==> src/rtl/alu_pipe.sv <==
`default_nettype none
// =============================================================================
// Module  : alu_pipe
// Purpose : Two-stage valid/ready pipelined ALU with C/Z/N/V flags and a
//           stored carry flag (cf) for chaining multi-word ADC/SBC sequences.
// Rev     : 1.0  initial release
// =============================================================================
module alu_pipe #(
  parameter int WIDTH = 8
) (
  input  logic             clk,
  input  logic             rst,
  input  logic             in_valid,
  output logic             in_ready,
  input  logic [WIDTH-1:0] in_a,
  input  logic [WIDTH-1:0] in_b,
  input  logic [2:0]       in_op,
  input  logic             in_cin,
  input  logic             in_use_cf,
  input  logic             flag_clr,
  output logic             out_valid,
  input  logic             out_ready,
  output logic [WIDTH-1:0] out_result,
  output logic             out_carry,
  output logic             out_zero,
  output logic             out_neg,
  output logic             out_ovf,
  output logic             cf
);

  localparam logic [2:0] OP_AND = 3'b100;
  localparam logic [2:0] OP_OR  = 3'b101;
  localparam logic [2:0] OP_XOR = 3'b110;

  logic             adv1, adv2, accept;

  logic             s1_valid_q, s1_valid_d;
  logic [WIDTH-1:0] a_q, a_d, b_q, b_d;
  logic [2:0]       op_q, op_d;
  logic             cin_q, cin_d, use_cf_q, use_cf_d;

  logic             s2_valid_q, s2_valid_d;
  logic [WIDTH-1:0] result_q, result_d;
  logic             carry_q, carry_d, zero_q, zero_d;
  logic             neg_q, neg_d, ovf_q, ovf_d;
  logic             cf_q, cf_d;

  logic [WIDTH:0]   ext_a, ext_b, ext_c, sum;
  logic [WIDTH-1:0] logic_r, res;
  logic             is_arith, is_sub, carry_in, c_res, v_res;

  always_comb begin : handshake
    adv2     = ~s2_valid_q | out_ready;
    adv1     = s1_valid_q & adv2;
    in_ready = ~s1_valid_q | adv2;
    accept   = in_valid & in_ready;
  end

  // cf is sampled here, at the S1->S2 transfer, so chained ADC/SBC need no bubble.
  always_comb begin : compute
    ext_a    = {1'b0, a_q};
    ext_b    = {1'b0, b_q};
    is_arith = ~op_q[2];
    is_sub   = op_q[1];
    carry_in = op_q[0] & (use_cf_q ? cf_q : cin_q);
    ext_c    = {{WIDTH{1'b0}}, carry_in};
    sum      = is_sub ? (ext_a - ext_b - ext_c) : (ext_a + ext_b + ext_c);
    case (op_q)
      OP_AND:  logic_r = a_q & b_q;
      OP_OR:   logic_r = a_q | b_q;
      OP_XOR:  logic_r = a_q ^ b_q;
      default: logic_r = a_q & ~b_q;
    endcase
    res   = is_arith ? sum[WIDTH-1:0] : logic_r;
    c_res = is_arith & sum[WIDTH];
    v_res = is_arith & ((a_q[WIDTH-1] ^ b_q[WIDTH-1]) == is_sub)
                     & (res[WIDTH-1] ^ a_q[WIDTH-1]);
  end

  always_comb begin : next_state
    s1_valid_d = s1_valid_q;
    a_d        = a_q;
    b_d        = b_q;
    op_d       = op_q;
    cin_d      = cin_q;
    use_cf_d   = use_cf_q;
    if (accept) begin
      s1_valid_d = 1'b1;
      a_d        = in_a;
      b_d        = in_b;
      op_d       = in_op;
      cin_d      = in_cin;
      use_cf_d   = in_use_cf;
    end else if (adv1) begin
      s1_valid_d = 1'b0;
    end

    s2_valid_d = adv2 ? s1_valid_q : s2_valid_q;
    result_d   = result_q;
    carry_d    = carry_q;
    zero_d     = zero_q;
    neg_d      = neg_q;
    ovf_d      = ovf_q;
    if (adv1) begin
      result_d = res;
      carry_d  = c_res;
      zero_d   = (res == '0);
      neg_d    = res[WIDTH-1];
      ovf_d    = v_res;
    end

    // An arithmetic transfer takes priority over a simultaneous clear.
    cf_d = cf_q;
    if (adv1 && is_arith) begin
      cf_d = c_res;
    end else if (flag_clr) begin
      cf_d = 1'b0;
    end
  end

  always_ff @(posedge clk or posedge rst) begin
    if (rst) begin
      s1_valid_q <= 1'b0;
      a_q        <= '0;
      b_q        <= '0;
      op_q       <= '0;
      cin_q      <= 1'b0;
      use_cf_q   <= 1'b0;
      s2_valid_q <= 1'b0;
      result_q   <= '0;
      carry_q    <= 1'b0;
      zero_q     <= 1'b0;
      neg_q      <= 1'b0;
      ovf_q      <= 1'b0;
      cf_q       <= 1'b0;
    end else begin
      s1_valid_q <= s1_valid_d;
      a_q        <= a_d;
      b_q        <= b_d;
      op_q       <= op_d;
      cin_q      <= cin_d;
      use_cf_q   <= use_cf_d;
      s2_valid_q <= s2_valid_d;
      result_q   <= result_d;
      carry_q    <= carry_d;
      zero_q     <= zero_d;
      neg_q      <= neg_d;
      ovf_q      <= ovf_d;
      cf_q       <= cf_d;
    end
  end

  assign out_valid  = s2_valid_q;
  assign out_result = result_q;
  assign out_carry  = carry_q;
  assign out_zero   = zero_q;
  assign out_neg    = neg_q;
  assign out_ovf    = ovf_q;
  assign cf         = cf_q;

endmodule
`default_nettype wire
==> config.mk <==
export PLATFORM = sky130hd
export DESIGN_NAME = alu_pipe
export DESIGN_NICKNAME = d
export VERILOG_FILES = /design/src/rtl/alu_pipe.sv
export SDC_FILE = /design/constraint.sdc
export NUM_CORES = 1
export LEC_CHECK = 0
export ABC_AREA = 0
export CORE_AREA = 2 2 79 81
export DETAILED_ROUTE_END_ITERATION = 12
export DIE_AREA = 0 0 81 83
export GPL_ROUTABILITY_DRIVEN = 0
export PLACE_DENSITY = 0.75
export SETUP_SLACK_MARGIN = 0.2
export SYNTH_ARGS = -nofsm -noshare
export SYNTH_HDL_FRONTEND = slang
export SYNTH_SLANG_ARGS = --single-unit
==> constraint.sdc <==
create_clock -name clk -period 2.69 [get_ports clk]
set_input_delay 0.269 -clock clk [delete_from_list [all_inputs] [get_ports clk]]
set_output_delay 0.269 -clock clk [all_outputs]
set_load 0.02 [all_outputs]
==> results.txt <==
- Of the cells placed in the final design, the portion with a size suffix greater than 1 is 26.36%.
- The routed design has 7.297 mm of wire.
- Setup Viol. Count Final: 3
* Placed Area: about 3500 sq um
- Synthesis produced a netlist whose cell count is 302.
* Reg clk slew, reported paths: 0.07 ns
* Number of antenna violations at the first check in global routing: 0
- Chip Height: 83 microns
- Input and output buffers added on the ports amount to 40.
- In this run, the number of DRC markers left after iteration 0 of detailed routing was 192.
* Design internal power: roughly 0.0017 W
- Cell leakage power: 1.673 nW
* Worst-Skew Late Latency: 0.29 ns
- Of all flip-flops after synthesis, the portion carrying an async set or reset was 100.0%.
* Number of failing hold endpoints at the final stage: 0
- Global route total overflow: 0
* Synth-to-Final Area Change: 32.82%
* Area occupied by registers: 877.1 sq um
- Final-stage net count: around 430
- Row generation in the floorplan step produced 28 rows.
* Setup slack of the worst register-to-register path: -0.22 ns
- Of all nets on the critical path, the largest fanout is 3.
- For this design the ratio of total power to cell area is 763.0 nW/um^2.
- After Yosys synthesis, and, or, nand and nor cells account for 16.39% of the synthesized area.
- TritonCTS built the clock tree.
- a little over 40 I/O pins were placed.
- Among all flip-flop cells after synthesis, the most frequent one is dfrtp_1.
- Counting flops with a built-in enable in the synthesized netlist gives 0.
* Slew at the pin closest to its max-slew limit: 0.8805 ns
- The pre-antenna-repair detailed-routing pass consisted of 4 iterations.
- After Yosys synthesis, XOR and XNOR cells account for 2.159% of the synthesized area.
- When the netlist entered floorplanning its net count stood at 361.
- Synthesized-area fraction occupied by ao, oa, aoi and oai cells: approximately 18%
- Register share of total power: 25.4%
- Summing every instance area after synthesis gives 2840 sq um.
- Cell type with the highest occurrence count on the critical path: fa_2
* DRC viols: 0
* H-Tree Level Count: 2
- Final non-filler cell total: 443
- Entering global routing, the biggest net connects 24 pins.
- Routed Antenna Nets: 0
* DP Worst Slack: -0.2269 ns
- Setup slack on the critical path of the routed design comes to -0.2189 ns.
* Antenna Diode Count: 0
- Comb pwr share: 61.4%
- Mean instance size in the synthesized netlist: 9.405 sq um
- Startpoint type of the worst setup path: register
* Number of fill cells in the layout: 467
- The worst hold path belongs to the class in2async.
* Die area: 6723 sq um
- Synthesis Warnings: 0
- The library cell used most frequently in the layout, excluding fill and tap cells, is clkdlybuf4s50_1.
- Delay of the slowest cell on the worst path: 0.50 ns
- In this run the deepest clock path goes through 2 buffers.
- First-pass GRT wire length: 11.47 mm
- By startpoint and endpoint, the worst setup path is classified as reg2reg.
* Wire per inst: 16.47 microns
* Per-cell via count in the routed design: 5.797
- Detailed placement finished with a half-perimeter wire length of 5.164 mm.
- All-layer global routing usage: a little over a fifth
- Across the VDD grid, the largest voltage drop is between 0.0004 and 0.0005 V.
- Violated checks: negative setup slack
* Vias in the first global route: 2442
- Setup repair after global routing could not meet its margin everywhere.
- Derived from the worst setup path, the maximum achievable clock frequency is about 340 MHz.
- Post-layout minimum cycle time: 2.909 ns
- Data required, critical path: 2.89 ns
* Arrival time at the worst endpoint: 3.11 ns
* Slowest cell on crit path: or4b_4
* Count of distinct cell types in the synthesized netlist: 56
- Of the available clock period, the critical path in the final layout requires 108.1%.
* Portion of netlist area occupied by mux cells: 10.53%
- Post-route cell area: approximately 3800 sq um
- Sinks on the clock net: 35
- Across the routed clock network, the largest skew measured is 0.003350 ns.
- Once placement completed, the tool counted placed cells totaling 431.
* Category of cells accounting for the largest share of critical-path delay: adder cells
- Share of synthesized cell area in full adder, half adder and majority cells: 15.59%
- The total area inside the core boundary comes to a little under 6000 sq um.
* Net load switching power: 0.001212 W
- Across the run, the number of max-cap violations was 0.
* Commonest cells after routing, fill and taps aside: clkdlybuf4s50_1 (40), dfrtp_1 (34), nand2_1 (28)
- Headroom to the max-slew limit came out at 41.23%.
* Ordered list of cells on the worst path: mux2_4 > nand2_4 > inv_2 > fa_2 > fa_2 > mux2i_1 > xnor2_1 > o2bb2ai_2 > or4b_4 > o31ai_2
* Detailed-route via count: 2568
* Fin. max-slew vios: 0
- Critical Path End Type: register
* Clock tree root driver cell: clkbuf_8
- Main combinational cell family by area after synthesis: compound AO/OA/AOI/OAI gates
* Clk network pwr share: 13.2%
- Synth Register Bits: 35
- Counting both buffers and inverters, the worst setup path holds a total of 1.
- Footprint of the multi-input gates: between 1500 and 2000 sq um
- The initial utilization of the core area, before any placement, comes to 48.84%.
- Net switching is a little over two fifths of the power.
- DIE WIDTH: a little over 80 microns
- TritonCTS created 5 clock buffers.
- Of the synthesized area, sequential elements account for 30.84%.
* Run status: complete, but fails checks
[flip-flops by register name (all words and copies together), names as in the netlist]
register and count:
b_q 8, op_q 3, out_result 8, a_q 8
use_cf_q 1, cf 1, out_ovf 1, out_zero 1
out_carry 1, out_valid 1, cin_q 1, s1_valid_q 1
[timing repair]
item	4_1_cts	5_1_grt
pin swaps	11	10
gates cloned	0	0
buffers inserted	2	2
hold buffers	0	0
endpoints found under the setup margin	9	11
resized for setup	17	20
[layout make-up]
| class | instances | area share (%) |
|---|---|---|
| Timing Repair Buffer | 71 | 17.51 |
| Sequential cell | 35 | 23.25 |
| Tap cell | 75 | 2.488 |
| Multi-Input combinational cell | 227 | 51.81 |
| Clock buffer | 6 | 1.924 |
| Clock inverter | 2 | 0.3317 |
| Inverter | 27 | 2.687 |
[through the flow]
step                      hold slack [ns]  power (W)  TNS (ns)  util (%)
after floorplan                    0.3774   0.001722   -0.2490         -
after global placement             0.4619   0.002198   -0.3860     60.07
after detailed placement           0.4746   0.002234   -0.5679     60.07
after CTS                          0.4917   0.002715   -0.4094     63.02
after global routing               0.5085   0.003066   -0.7958     64.87
final                              0.4669   0.002878   -0.5010     64.87
[final timing paths]
kind / startpoint / endpoint / cells past startpoint
max: use_cf_q$_DFFE_PP0P_ / out_zero$_DFFE_PP0P_ / 10
min: rst / out_result[2]$_DFFE_PP0P_ / 2
max reg2reg: use_cf_q$_DFFE_PP0P_ / out_zero$_DFFE_PP0P_ / 10
min reg2reg: out_result[5]$_DFFE_PP0P_ / out_result[5]$_DFFE_PP0P_ / 2
max in group asynchronous: rst / b_q[3]$_DFFE_PP0P_ / 3
min in group clk: out_result[5]$_DFFE_PP0P_ / out_result[5]$_DFFE_PP0P_ / 2
[layer usage]
layer / global-route usage [%] / vias up / wire, microns
li1: - / 1215 / -
met1: 29.01 / 1218 / 3086
met2: 34.18 / 113 / 3528
met3: 3.804 / 22 / 422
met4: 8.166 / 0 / 259
met5: 0 / - / 0
[cell families (layout without fill, tap and decap cells)]
kind of cell,count (synthesis),in the layout
multiplexers,27,27
AO/OA/AOI/OAI,76,76
AND/OR/NAND/NOR,84,84
adder cells (fa/ha/maj),33,33
buffers and inverters,40,106
XOR/XNOR,7,7
flip-flops,35,35
[power by group through the flow]
stage,Sequential [W],Combinational (W),Clock (W)
4_1_cts,0.000730,0.00160,0.000389
6_report,0.000732,0.00177,0.000380
2_1_floorplan,0.000816,0.000906,0
3_3_place_gp,0.000733,0.00147,0
3_5_place_dp,0.000740,0.00149,0
5_1_grt,0.000746,0.00191,0.000413
[synth_stat cells (5+ instances only)]
| cell | number | share of area [%] |
|---|---|---|
| a21oi_1 | 10 | 1.8 |
| a221oi_1 | 5 | 1.5 |
| dfrtp_1 | 35 | 31 |
| ha_1 | 29 | 13 |
| inv_1 | 27 | 3.6 |
| mux2_2 | 23 | 9.1 |
| nand2_1 | 29 | 3.8 |
| nand2b_1 | 5 | 1.1 |
| nand3b_1 | 5 | 1.3 |
| nor2_1 | 15 | 2.0 |
| nor3_1 | 5 | 0.88 |
| o211ai_1 | 8 | 2.1 |
| o21ai_0 | 19 | 3.3 |
| o31ai_1 | 6 | 1.6 |
| xnor2_1 | 5 | 1.5 |
(Power assumes the default switching activity.)
